**config.mk**
```make
export PLATFORM = sky130hd
export DESIGN_NAME = tcam_lookup_flat
export DESIGN_NICKNAME = d
export VERILOG_FILES = /design/src/rtl/tcam_lookup_if.sv /design/src/rtl/tcam_lookup.sv /design/src/flat_wrapper.sv
export SDC_FILE = /design/constraint.sdc
export NUM_CORES = 1
export LEC_CHECK = 0
export ABC_AREA = 1
export BUFFER_PORTS_ARGS = -buffer_cell sky130_fd_sc_hd__buf_4
export CAP_MARGIN = 20
export CORE_ASPECT_RATIO = 0.6
export CORE_MARGIN = 3
export CORE_UTILIZATION = 45
export DETAILED_ROUTE_END_ITERATION = 12
export PLACE_DENSITY = 0.61
export SETUP_SLACK_MARGIN = 0.15
export SYNTH_ARGS = -nofsm -noshare
export SYNTH_HDL_FRONTEND = slang
export SYNTH_SLANG_ARGS = --single-unit
```
**constraint.sdc**
```tcl
create_clock -name clk -period 11.6 [get_ports clk]
set_clock_uncertainty 0.1 [all_clocks]
set_input_delay 0.58 -clock clk [delete_from_list [all_inputs] [get_ports clk]]
set_output_delay 0.58 -clock clk [all_outputs]
set_load 0.03 [all_outputs]
```
**src/rtl/tcam_lookup_if.sv**
```systemverilog
// Request/response bundle for the TCAM lookup block: entry writes, flush, search
// requests, and the registered search results and entry count.
interface tcam_lookup_if #(
  parameter int DATA_WIDTH = 8,
  parameter int DEPTH      = 16
);
  localparam int IW = $clog2(DEPTH);

  logic                  wr_en;
  logic [IW-1:0]         wr_addr;
  logic [DATA_WIDTH-1:0] wr_data;
  logic [DATA_WIDTH-1:0] wr_mask;
  logic                  wr_vld;
  logic                  flush;
  logic                  srch_vld;
  logic [DATA_WIDTH-1:0] srch_key;
  logic                  rslt_vld;
  logic                  rslt_hit;
  logic [IW-1:0]         rslt_idx;
  logic                  rslt_multi;
  logic [IW:0]           entry_cnt;

  modport master (
    output wr_en, wr_addr, wr_data, wr_mask, wr_vld, flush, srch_vld, srch_key,
    input  rslt_vld, rslt_hit, rslt_idx, rslt_multi, entry_cnt
  );

  modport slave (
    input  wr_en, wr_addr, wr_data, wr_mask, wr_vld, flush, srch_vld, srch_key,
    output rslt_vld, rslt_hit, rslt_idx, rslt_multi, entry_cnt
  );
endinterface

```
**src/rtl/tcam_lookup.sv**
```systemverilog
// Register-based ternary CAM: parallel compare of the key against all entries,
// match vector registered in stage 1, priority-encoded result registered in stage 2.
module tcam_lookup #(
  parameter int DATA_WIDTH = 8,
  parameter int DEPTH      = 16,
  parameter int TERNARY    = 1
) (
  input logic          clk,
  input logic          rst,
  tcam_lookup_if.slave bus
);
  localparam int IW = $clog2(DEPTH);
  localparam logic [DATA_WIDTH-1:0] MASK_EN = (TERNARY != 0) ? {DATA_WIDTH{1'b1}} : '0;

  logic [DATA_WIDTH-1:0] data_q [DEPTH];
  logic [DATA_WIDTH-1:0] mask_q [DEPTH];
  logic [DEPTH-1:0]      valid_q;
  logic [DEPTH-1:0]      valid_nxt;
  logic [IW:0]           cnt_q;
  logic [IW:0]           cnt_nxt;

  logic [DEPTH-1:0]      match;
  logic                  s1_vld;
  logic [DEPTH-1:0]      s1_match;

  logic [IW-1:0]         enc_idx;
  logic                  enc_multi;
  logic                  rslt_vld_q;
  logic                  rslt_hit_q;
  logic [IW-1:0]         rslt_idx_q;
  logic                  rslt_multi_q;

  logic                  wr_take;

  // flush wins over a concurrent write; the write is discarded entirely
  assign wr_take = bus.wr_en && !bus.flush;

  always_comb begin
    valid_nxt = valid_q;
    if (bus.flush) begin
      valid_nxt = '0;
    end else if (bus.wr_en) begin
      valid_nxt[bus.wr_addr] = bus.wr_vld;
    end
  end

  always_comb begin
    cnt_nxt = '0;
    for (int i = 0; i < DEPTH; i++) begin
      cnt_nxt = cnt_nxt + {{IW{1'b0}}, valid_nxt[i]};
    end
  end

  always_ff @(posedge clk or posedge rst) begin
    if (rst) begin
      for (int i = 0; i < DEPTH; i++) begin
        data_q[i] <= '0;
        mask_q[i] <= '0;
      end
      valid_q <= '0;
      cnt_q   <= '0;
    end else begin
      if (wr_take) begin
        data_q[bus.wr_addr] <= bus.wr_data;
        mask_q[bus.wr_addr] <= bus.wr_mask;
      end
      valid_q <= valid_nxt;
      cnt_q   <= cnt_nxt;
    end
  end

  // compares against current (pre-write) contents; a same-cycle write lands at the edge
  always_comb begin
    match = '0;
    for (int i = 0; i < DEPTH; i++) begin
      match[i] = valid_q[i] &&
                 (((bus.srch_key ^ data_q[i]) & ~(mask_q[i] & MASK_EN)) == '0);
    end
  end

  always_ff @(posedge clk or posedge rst) begin
    if (rst) begin
      s1_vld   <= 1'b0;
      s1_match <= '0;
    end else begin
      s1_vld <= bus.srch_vld;
      if (bus.srch_vld) begin
        s1_match <= match;
      end
    end
  end

  always_comb begin
    enc_idx = '0;
    for (int i = DEPTH - 1; i >= 0; i--) begin
      if (s1_match[i]) begin
        enc_idx = IW'(i);
      end
    end
  end

  // clearing the lowest set bit leaves something only when two or more bits were set
  assign enc_multi = |(s1_match & (s1_match - DEPTH'(1)));

  always_ff @(posedge clk or posedge rst) begin
    if (rst) begin
      rslt_vld_q   <= 1'b0;
      rslt_hit_q   <= 1'b0;
      rslt_idx_q   <= '0;
      rslt_multi_q <= 1'b0;
    end else begin
      rslt_vld_q <= s1_vld;
      if (s1_vld) begin
        rslt_hit_q   <= |s1_match;
        rslt_idx_q   <= enc_idx;
        rslt_multi_q <= enc_multi;
      end
    end
  end

  assign bus.rslt_vld   = rslt_vld_q;
  assign bus.rslt_hit   = rslt_hit_q;
  assign bus.rslt_idx   = rslt_idx_q;
  assign bus.rslt_multi = rslt_multi_q;
  assign bus.entry_cnt  = cnt_q;
endmodule

```
**src/flat_wrapper.sv**
```systemverilog
// flat-port wrapper written by rule: the top's interface ports become plain ports
module tcam_lookup_flat 
#(
  parameter int DATA_WIDTH = 8,
  parameter int DEPTH      = 16,
  parameter int TERNARY    = 1
)
  (clk, rst, bus_wr_en, bus_wr_addr, bus_wr_data, bus_wr_mask, bus_wr_vld, bus_flush, bus_srch_vld, bus_srch_key, bus_rslt_vld, bus_rslt_hit, bus_rslt_idx, bus_rslt_multi, bus_entry_cnt);
  tcam_lookup_if #(.DATA_WIDTH(DATA_WIDTH), .DEPTH(DEPTH)) bus_i ();
  input logic clk;
  input logic rst;
  input wire logic [$bits(bus_i.wr_en)-1:0] bus_wr_en;
  input wire logic [$bits(bus_i.wr_addr)-1:0] bus_wr_addr;
  input wire logic [$bits(bus_i.wr_data)-1:0] bus_wr_data;
  input wire logic [$bits(bus_i.wr_mask)-1:0] bus_wr_mask;
  input wire logic [$bits(bus_i.wr_vld)-1:0] bus_wr_vld;
  input wire logic [$bits(bus_i.flush)-1:0] bus_flush;
  input wire logic [$bits(bus_i.srch_vld)-1:0] bus_srch_vld;
  input wire logic [$bits(bus_i.srch_key)-1:0] bus_srch_key;
  output wire logic [$bits(bus_i.rslt_vld)-1:0] bus_rslt_vld;
  output wire logic [$bits(bus_i.rslt_hit)-1:0] bus_rslt_hit;
  output wire logic [$bits(bus_i.rslt_idx)-1:0] bus_rslt_idx;
  output wire logic [$bits(bus_i.rslt_multi)-1:0] bus_rslt_multi;
  output wire logic [$bits(bus_i.entry_cnt)-1:0] bus_entry_cnt;
  assign bus_i.wr_en = bus_wr_en;
  assign bus_i.wr_addr = bus_wr_addr;
  assign bus_i.wr_data = bus_wr_data;
  assign bus_i.wr_mask = bus_wr_mask;
  assign bus_i.wr_vld = bus_wr_vld;
  assign bus_i.flush = bus_flush;
  assign bus_i.srch_vld = bus_srch_vld;
  assign bus_i.srch_key = bus_srch_key;
  assign bus_rslt_vld = bus_i.rslt_vld;
  assign bus_rslt_hit = bus_i.rslt_hit;
  assign bus_rslt_idx = bus_i.rslt_idx;
  assign bus_rslt_multi = bus_i.rslt_multi;
  assign bus_entry_cnt = bus_i.entry_cnt;
  tcam_lookup #(.DATA_WIDTH(DATA_WIDTH), .DEPTH(DEPTH), .TERNARY(TERNARY)) u_core (.clk(clk), .rst(rst), .bus(bus_i));
endmodule
```
==> results.md <==
- M2 GR Usage: a little under a third
- Die area: about 33000 um^2
- Post-synth net total: roughly 1500
- Unique masters post-synth: 35
- Global route hottest layer: met1
- Post-Syn Instances: 1491
- Ys Warns: 0
- Antenna diodes: 0
- Drt wl/cell: approximately 19 um
- Num rows: 49
- Setup TNS: 0 ns
- Routability cong.: 0.861
- Clock slew at reported path FFs: ~0.07 ns
- Crit-path slowest cell: fa_1
- Crit path top cell by count: fa_1
- CTS H-tree lvls: 1
- Drt pass-1 iters: 5
- Layout Nets: ~1500
- Worst Path Arrival: between 5 and 6 ns
- Vert. Die Dim: about 140 um
- Critical path class: input pin to flip-flop
- Leak: between 7 and 8 nW
- Setup violators final: 0
- Final max-slew violation count: 0
- Fin crit share: between 40% and 50%
- Clock latency on the worst-skew pair: 0.55 ns
- Minimum clock period: roughly 4.7 ns
- Die W: between 200 and 250 um
- Power per Cell Area: roughly 180 nW/um^2
- Post-CTS Setup Bufs: 0
- Yosys top cell area share: about 54%
- Final Hold Viols: 0
- Least-Margin Pin Slew: 1.01 ns
- Avg Cell Area, Syn: around 9.4 um^2
- Worst Path Max Fanout: 5
- Wirelength, routed: around 36000 um
- Setup crit start kind: input pin
- Clock sink count: roughly 300
- Grt ovf: 0
- Placed cells: roughly 1900
- Final Util: 50.7%
- CTS max path bufs: 3
- Post-place setup slack: 6.37 ns
- Total CTS buffers: 28
- Initial core utilization: 46.3%
- Setup ws final: 6.93 ns
- DRC viols: 0
- First-pass GRT wire length: between 50000 and 60000 um
- Post-DRT Antenna Nets: 0
- Synthesized cell area: 14100 um^2
- Hpwl dp: roughly 22000 um
- Seq/Total Area, Yosys: a little over half
- Max Clk Rate: 214 MHz
- DR vias: a little over 10000
- VDD IR max: around 91 uV
- Status: completed
- Global router's overall resource usage: roughly 22%
- Synth area leader: dfrtp_1
- Core area: roughly 30000 um^2
- Met3 usage: 3.89%
- Pin count of the biggest net entering global routing: 164
- RSZ-0062 raised after global routing: false
- #FFs+latches synth: 301
- Post-CTS Resized: 0
- Post-Layout Cell Count: roughly 1900
- Port bufs: 45
- Number of global-route vias before repair: 9336
- Hold Path Class: input pin to async pin
- 1st-iter DRT viols: approximately 1100
- Met1 Usage GRT: about 36%
- Top post-synthesis cells by area: dfrtp_1 54%, nand2_1 8.8%, o21ai_0 4.8%
- Critical Path Sink Type: flip-flop
- Worst relative slew slack: 32.8%
- Max-cap violations: 0
- IO Pins: between 40 and 50
- Initial antenna violation count: 0
- Worst endpoint required time: ~12 ns
- CTS Root Cell: clkbuf_16
- Via density: between 5 and 6
- CP cell instances: buf_4 > nor2_1 > nand3_1 > o21ai_0 > a21oi_1 > ha_1 > inv_1 > fa_1 > fa_1 > fa_1 > inv_1 > fa_1 > inv_1 > fa_1 > fa_1 > xnor2_1
- Fraction of layout cells with a size suffix above 1: 14.6%
- CTS tree: yes
- Cts hold-fix bufs: 0
- Area growth syn-to-layout: 9.43%
- Crit-path max cell delay: around 0.55 ns
layout by cell type (no fill, tap or decap), types with 3 or more instances in the layout:
master,count
nand2_2,12
nand3_1,8
clkbuf_8,8
nor3_2,4
o2111ai_1,14
o221ai_1,15
nor3_1,9
inv_1,104
buf_4,47
clkbuf_1,8
fa_1,10
dfrtp_1,301
o211ai_1,16
o32ai_1,14
nand4_1,3
ha_1,5
o22ai_1,3
o21ai_1,114
clkbuf_16,29
nor2_1,61
nand2_1,328
a21oi_1,61
nor2_4,14
o21ai_2,76
inv_2,15
nand2_4,3
o21ai_0,134
xnor2_1,68
routing by layer:
metal  wire length, um  up-vias  part of all wire, %
met5                 0        -                    0
met1             18900     4935                   53
met2             14200      241                   40
li1                  -     4940                    -
met3              2050       38                  5.7
met4               575        0                  1.6
report_power, final:
group | internal, mW | switching, mW | total [mW]
Combinational | 0.178 | 0.257 | 0.435
Clock | 0.554 | 0.406 | 0.960
Sequential | 1.22 | 0.100 | 1.32
Total | 1.95 | 0.763 | 2.71
worst paths after layout:
kind	startpoint	to	slack, ns	depth (start not counted)
setup / recovery	bus_wr_addr[1]	u_core.bus.entry_cnt[2]	6.93	16
max in group asynchronous	rst	u_core.mask_q[82]	9.89	3
setup reg to reg	u_core.valid_q[1]	u_core.bus.entry_cnt[2]	7.20	13
min in group clk	bus_flush	u_core.valid_q[15]	0.19	2
hold reg to reg	u_core.mask_q[42]	u_core.mask_q[42]	0.38	2
hold / removal	rst	u_core.data_q[31]	0.10	2
per-stage QoR:
| step | power [mW] | hold slack (ns) | area (um^2) |
|---|---|---|---|
| after floorplan | 1.65 | 0.344 | 14100 |
| after global placement | 1.76 | 0.365 | 14400 |
| after detailed placement | 1.77 | 0.367 | 14400 |
| after CTS | 2.74 | 0.162 | 15400 |
| after global routing | 2.86 | 0.179 | 15400 |
| final | 2.71 | 0.103 | 15400 |
logic make-up (layout without fill, tap and decap cells):
| group | count (synthesis) | after routing | share of synthesized area (%) |
|---|---|---|---|
| AO/OA/AOI/OAI | 452 | 452 | 19.7 |
| AND/OR/NAND/NOR | 444 | 444 | 13.4 |
| flip-flops | 301 | 301 | 53.6 |
| buffers and inverters | 210 | 222 | 7.21 |
| XOR/XNOR | 69 | 69 | 4.30 |
| adder cells (fa/ha/maj) | 15 | 15 | 1.87 |
critical path, delay by kind of cell:
family,cells,cell delay [ns]
adder cells (fa/ha/maj),7,3.25
AND/OR/NAND/NOR,2,0.50
buffers and inverters,4,0.30
AO/OA/AOI/OAI,2,0.25
XOR/XNOR,1,0.14
registers in the layout, summed over array words and instances, names as in the netlist:
name / cells
u_core.mask_q: 128
u_core.bus.entry_cnt: 5
u_core.bus.rslt_hit: 1
u_core.s1_match: 16
u_core.s1_vld: 1
u_core.bus.rslt_idx: 4
u_core.data_q: 128
u_core.bus.rslt_multi: 1
u_core.valid_q: 16
u_core.bus.rslt_vld: 1
cells in the mapped netlist (all sizes together):
cell type	count
fa	10
o22ai	3
o211ai	16
o32ai	14
inv	120
nor3	13
nand2	343
nor2	77
buf	54
xnor2	68
a211oi	2
o31ai	2
a311oi	1
o21ai	324
ha	5
clkinv	1
clkbuf	35
nand4	3
nand3	8
xor2	1
dfrtp	301
a21oi	61
o2111ai	14
o221ai	15
layout make-up:
type	count	area, um^2
fillers	2858	15000
flip-flops and latches	301	7530
multi-input cells	980	5520
clock buffers	45	866
well taps	408	510
inverters	121	462
repair buffers	50	415
clock inverters	6	86.3
(Power assumes the default switching activity.)
